## config.mk

```make
export PLATFORM = sky130hd
export DESIGN_NAME = generador_dpwm_10b
export DESIGN_NICKNAME = d
export VERILOG_FILES = /design/src/rtl/generador_dpwm_10b.sv
export SDC_FILE = /design/constraint.sdc
export NUM_CORES = 1
export LEC_CHECK = 0
export CORE_ASPECT_RATIO = 0.75
export CORE_MARGIN = 5
export CORE_UTILIZATION = 50
export DETAILED_ROUTE_END_ITERATION = 8
export HOLD_SLACK_MARGIN = 0.15
export PLACE_DENSITY = 0.88
export SETUP_SLACK_MARGIN = 0.15
export SYNTH_ARGS = -nofsm -noshare
export SYNTH_HDL_FRONTEND = slang
export SYNTH_SLANG_ARGS = --single-unit
```

## constraint.sdc

```tcl
create_clock -name clk -period 1.5 [get_ports clk]
set_input_delay 0.45 -clock clk [delete_from_list [all_inputs] [get_ports clk]]
set_output_delay 0.45 -clock clk [all_outputs]
set_load 0.05 [all_outputs]
```

## src/rtl/generador_dpwm_10b.sv

```systemverilog
// -----------------------------------------------------------------------------
// generador_dpwm_10b
//   10-bit digital PWM modulator. A prescaler divides clk into counter ticks,
//   and a 10-bit period counter runs 0..1023, so one period is 1024 ticks. The
//   duty value is taken from cant_corriente only when the counter wraps. This
//   keeps every period glitch-free, even if the upstream value changes
//   mid-period.
//
//   Parameters
//     PRESCALER  clock cycles per counter tick, 1..16
//     DUTY_MAX   upper duty clamp, only used when DPWM_LIMITE_EN is defined
//
//   Optional feature (macro DPWM_LIMITE_EN)
//     When defined, the duty loaded at wrap is min(cant_corriente, DUTY_MAX).
//     When undefined, cant_corriente is loaded unmodified.
//
//   Ports
//     clk             system clock; every state change is on the rising edge
//     reset           synchronous, active-high
//     enable          1 = run; 0 = freeze counters and force pwm_out low
//     cant_corriente  requested duty, in counts out of 1024
//     pwm_out         registered PWM output, one clock behind the compare
//     fin_periodo     single-clock pulse on the clock after a period wrap
//     duty_activo     duty in use for the current period (shadow register)
// -----------------------------------------------------------------------------
module generador_dpwm_10b #(
    parameter int PRESCALER = 1,
    parameter int DUTY_MAX  = 1000
) (
    input  logic       clk,
    input  logic       reset,
    input  logic       enable,
    input  logic [9:0] cant_corriente,
    output logic       pwm_out,
    output logic       fin_periodo,
    output logic [9:0] duty_activo
);

    // Catch illegal parameter values when the design is elaborated.
    if (PRESCALER < 1 || PRESCALER > 16) begin : g_bad_prescaler
        $error("generador_dpwm_10b: PRESCALER must be in 1..16");
    end
    if (DUTY_MAX < 0 || DUTY_MAX > 1023) begin : g_bad_duty_max
        $error("generador_dpwm_10b: DUTY_MAX must be in 0..1023");
    end

    localparam logic [3:0] PRE_ULTIMO = 4'(PRESCALER - 1);

    logic [3:0] prescaler;
    logic [9:0] contador;
    logic       tick;
    logic       wrap;
    logic [9:0] duty_sig;

    // A tick needs enable, so a paused modulator freezes both counters in place.
    assign tick = enable && (prescaler == PRE_ULTIMO);
    assign wrap = tick && (contador == 10'd1023);

`ifdef DPWM_LIMITE_EN
    localparam logic [9:0] DUTY_LIM = 10'(DUTY_MAX);
    assign duty_sig = (cant_corriente > DUTY_LIM) ? DUTY_LIM : cant_corriente;
`else
    assign duty_sig = cant_corriente;
`endif

    always_ff @(posedge clk) begin
        if (reset) begin
            prescaler   <= 4'd0;
            contador    <= 10'd0;
            duty_activo <= 10'd0;
            pwm_out     <= 1'b0;
            fin_periodo <= 1'b0;
        end else begin
            if (enable)
                prescaler <= tick ? 4'd0 : prescaler + 4'd1;
            // 1023 + 1 overflows to 0 in 10 bits, which gives the period wrap.
            if (tick)
                contador <= contador + 10'd1;
            if (wrap)
                duty_activo <= duty_sig;
            fin_periodo <= wrap;
            // Compare against the pre-edge shadow duty. For the clock right
            // after a wrap, the old value is used with contador=1023. That
            // compare is always false, so the new duty shows up cleanly.
            pwm_out <= enable && (contador < duty_activo);
        end
    end

endmodule

```

Word-level counts from Yosys, hierarchy flattened
Cells that the tools add are included.

word-level totals
  output and inout port bits = 12
  flip-flop bits (word level) = 26
  logic and storage cells = 14

operators by class
  muxes and demuxes = 1
  equality and inequality tests = 1
  magnitude comparators = 1
  add/subtract/negate cells = 2
  reductions and logical operators = 4

operators by type and width
  kind                                                             number
  10-bit by 1-bit adder with 10-bit output, second input constant  1
  10-bit equality test, second input constant                      1
  10-bit less-than comparator                                      1
  4-bit by 1-bit adder with 4-bit output, second input constant    1
  4-bit zero test                                                  1
  4-bit two-way mux                                                1
  1-bit logical AND                                                3

Longest topological paths before layout
  depth in word-level cells = 3
  gate-level depth with buffers = 7

Least setup slack after synthesis
OpenSTA, ideal clock, no wires.

  path type = register to register
  from = register duty_activo[7]
  to = register pwm_out
  clock period less this slack = 1.587 ns
  path slack = -0.087 ns
  data required time = 1.422 ns
  cell stages (with the launch flop) = 6
  arrival = 1.510 ns
  cells stage by stage = dfxtp_1 -> inv_1 -> ha_1 -> a211oi_1 -> o211ai_1 -> nor3_1

on the way
  longest elaborated chain between the ends = 2

RTL lines
  what                         RTL line  source
  from (decl)                  36        output logic [9:0] duty_activo
  from (signal assigned)       80        duty_activo <= duty_sig;
  10-bit less-than comparator  85        pwm_out <= enable && (contador < duty_activo);
  1-bit logical AND            85
  to (signal assigned)         85
  to (decl)                    34        output logic pwm_out,

No other way between the ends.
A chain may end at the register's enable or synchronous reset.

Worst setup path in the final report
  from = register prescaler[0]
  to = register contador[6]

on the way
  longest elaborated chain between the ends = 2

RTL lines
  what                    RTL line  source
  from (decl)             49        logic [3:0] prescaler;
  from (signal assigned)  75        prescaler <= tick ? 4'd0 : prescaler + 4'd1;
  4-bit zero test         56        assign tick = enable && (prescaler == PRE_ULTIMO);
  1-bit logical AND       56
  to (signal assigned)    78        contador <= contador + 10'd1;
  to (decl)               50        logic [9:0] contador;

No other way between the ends.

==> impl_metrics.json <==
{
  "status": "finished with violations",
  "violations": "setup timing",
  "dr.pass1.iters": 4,
  "maxCapViolCount": 0,
  "cts_tree": "yes",
  "die_w_um": 69.0,
  "cp_max_fo": 6,
  "first_global_vias": 1208,
  "hp-start": "duty_activo[4]",
  "layout-drive-gt1-share": 0.439,
  "numCtsBuffers": 3,
  "crit_start": "prescaler[0]",
  "via_per_inst": 5.60,
  "antenna_found_initial": 0,
  "grt_pass1_wl_mm": 5.51,
  "final_hold_viol_count": 0,
  "place.port_buffers": 24,
  "core-area_um2": 2560,
  "drcViolationCount": 0,
  "root_buffer": "clkbuf_4",
  "finClkSkew_ns": 0.00995,
  "postCtsHoldBufs": 0,
  "routedWlPerCell_um": 16.7,
  "vdd_drop_max_mv": 0.598,
  "die-area_um2": 3750,
  "overflow": 0,
  "p_per_area_nw_per_um2": 568,
  "place.gp.congestion": 0.858,
  "clk_latency_ns": 0.32,
  "worstSetupStartpointType": "flip-flop",
  "final_cell_mix": "13 x nor2_1, 13 x buf_12, 12 x buf_4, 11 x dfxtp_1, 11 x clkdlybuf4s50_1",
  "synth_cell_types": 28,
  "grt_max_degree": 24,
  "clkTransAtPathRegs_ns": 0.14,
  "maxSlewHeadroom": 0.779,
  "postRouteAntennaNets": 0,
  "r2r-start": "prescaler[0]",
  "netlist_area_um2": 1310,
  "cp.required_ns": 1.72,
  "period_needed_ns": 1.55,
  "min_path_type": "flip-flop to flip-flop",
  "pin_count": 25,
  "postSynthAreaPerCell_um2": 8.71,
  "vias": 1249,
  "die_y_um": 54.3,
  "worstSetupPathType": "flip-flop to flip-flop",
  "fillerInstances": 164,
  "drt_iter0_markers": 109,
  "holdPathEnd": "duty_activo[4]",
  "p_leak_nw": 0.739,
  "finalNetCount": 214,
  "rows": 16,
  "synth_seq_cells": 26,
  "initial_core_util": 0.510,
  "ys.warnings.count": 0,
  "max_freq_mhz": 644,
  "grtUsageTotal": 0.188,
  "crit_arrival_ns": 1.77,
  "worstReg2RegEnd": "contador[6]",
  "setup_viol": 1,
  "dp_slack_ns": -0.499,
  "endpoint_kind": "flip-flop",
  "regToRegSetupSlack_ns": -0.05,
  "rsz0062_at_grt": "yes",
  "syn-num-nets": 175,
  "area_delta_synth_final_pct": 57.5,
  "p_total_mw": 1.17,
  "slew_viol_final": 0,
  "htree_levels": 1,
  "final.period_utilization": 1.04,
  "min_path_cells": 2,
  "worstRegToRegCells": 7,
  "fin_tns_setup_ns": -0.0535,
  "clockBufferDepth": 2,
  "worst_pin_slew_ns": 0.331,
  "yosysSeqAreaShare": 0.398,
  "fin_ws_ns": -0.0535,
  "clock-sinks": 26,
  "dp_hpwl_mm": 2.40,
  "antenna_cells": 0,
  "synthCells": 150,
  "finalWirelength_mm": 3.72,
  "holdWs_ns": 0.530
}
where the power goes:
group,total (mW),internal [mW],switching (mW)
logic,0.168,0.0905,0.0779
clock network,0.296,0.0941,0.202
registers,0.703,0.694,0.00928
what timing repair did:
item | 4_1_cts | 5_1_grt
pin swaps | 15 | 22
setup endpoints to repair | 22 | 23
gates resized for setup | 26 | 30
buffers inserted | 2 | 1
cloned | 1 | 0
through the flow:
step                      area, um^2   util  instances
after floorplan                 1320      -        150
after global placement          1790  0.697        216
after detailed placement        1790  0.697        216
after CTS                       1900  0.743        222
after global routing            2060  0.803        223
final                           2060  0.803        223
layout make-up:
type	instances	area (um^2)	area share
Multi-Input combinational cell	106	876	0.426
Tap cell	36	45.0	0.0219
Timing Repair Buffer	41	518	0.252
Clock buffer	3	22.5	0.0109
Inverter	11	41.3	0.0201
Sequential cell	26	554	0.269
cell families after synthesis:
kind of cell	share of synthesized area
compound gates	0.122
xor+xnor	0.0671
fa+ha+maj	0.115
buf+inv	0.0632
flops	0.398
mux	0.0230
simple gates	0.212
worst max-delay path, cell delays in order, from the launching register on:
cell	delay, ns
dfxtp_2	0.36
inv_2	0.07
ha_4	0.13
and4bb_4	0.29
buf_4	0.17
nand3_1	0.12
xor2_1	0.22
nor2_1	0.09
cells in the mapped netlist, drive strengths merged:
cell,instances,share of area
clkbuf,4,0.011
dfxtp,26,0.40
nor3b,1,0.0057
inv,11,0.032
nand2,4,0.013
xor2,9,0.060
mux2i,3,0.023
nor3,5,0.019
and4bb,1,0.012
nor2,13,0.037
and3,4,0.019
nand4,5,0.024
nand2b,1,0.0048
a211oi,2,0.011
ha,12,0.11
o211ai,1,0.0057
buf,3,0.020
a21oi,12,0.046
xnor2,1,0.0067
and4,1,0.0086
and2,1,0.0048
nand3,15,0.057
a41oi,1,0.0067
or3,1,0.0048
a21o,1,0.0057
o21ai,12,0.046
routing by layer:
metal,track usage,part of all wire
met1,0.217,0.41
met2,0.351,0.54
met3,0.0477,0.047
met4,0.0617,0.0073
met5,0,0
sequential cells by signal (all words and copies together) (netlist names):
register     flops
contador        10
duty_activo     10
prescaler        4
fin_periodo      1
pwm_out          1
how the worst max path moves through the flow:
stage / end / slack, ns / cells past startpoint
global placement: duty_activo[9] / -0.38 / 5
CTS: duty_activo[0] / 0.07 / 7
finish: contador[6] / -0.05 / 7
global route: contador[6] / -0.09 / 7
floorplan: pwm_out / 0.15 / 5
detailed placement: duty_activo[5] / -0.50 / 5
Power figures use the tool's default switching activity.
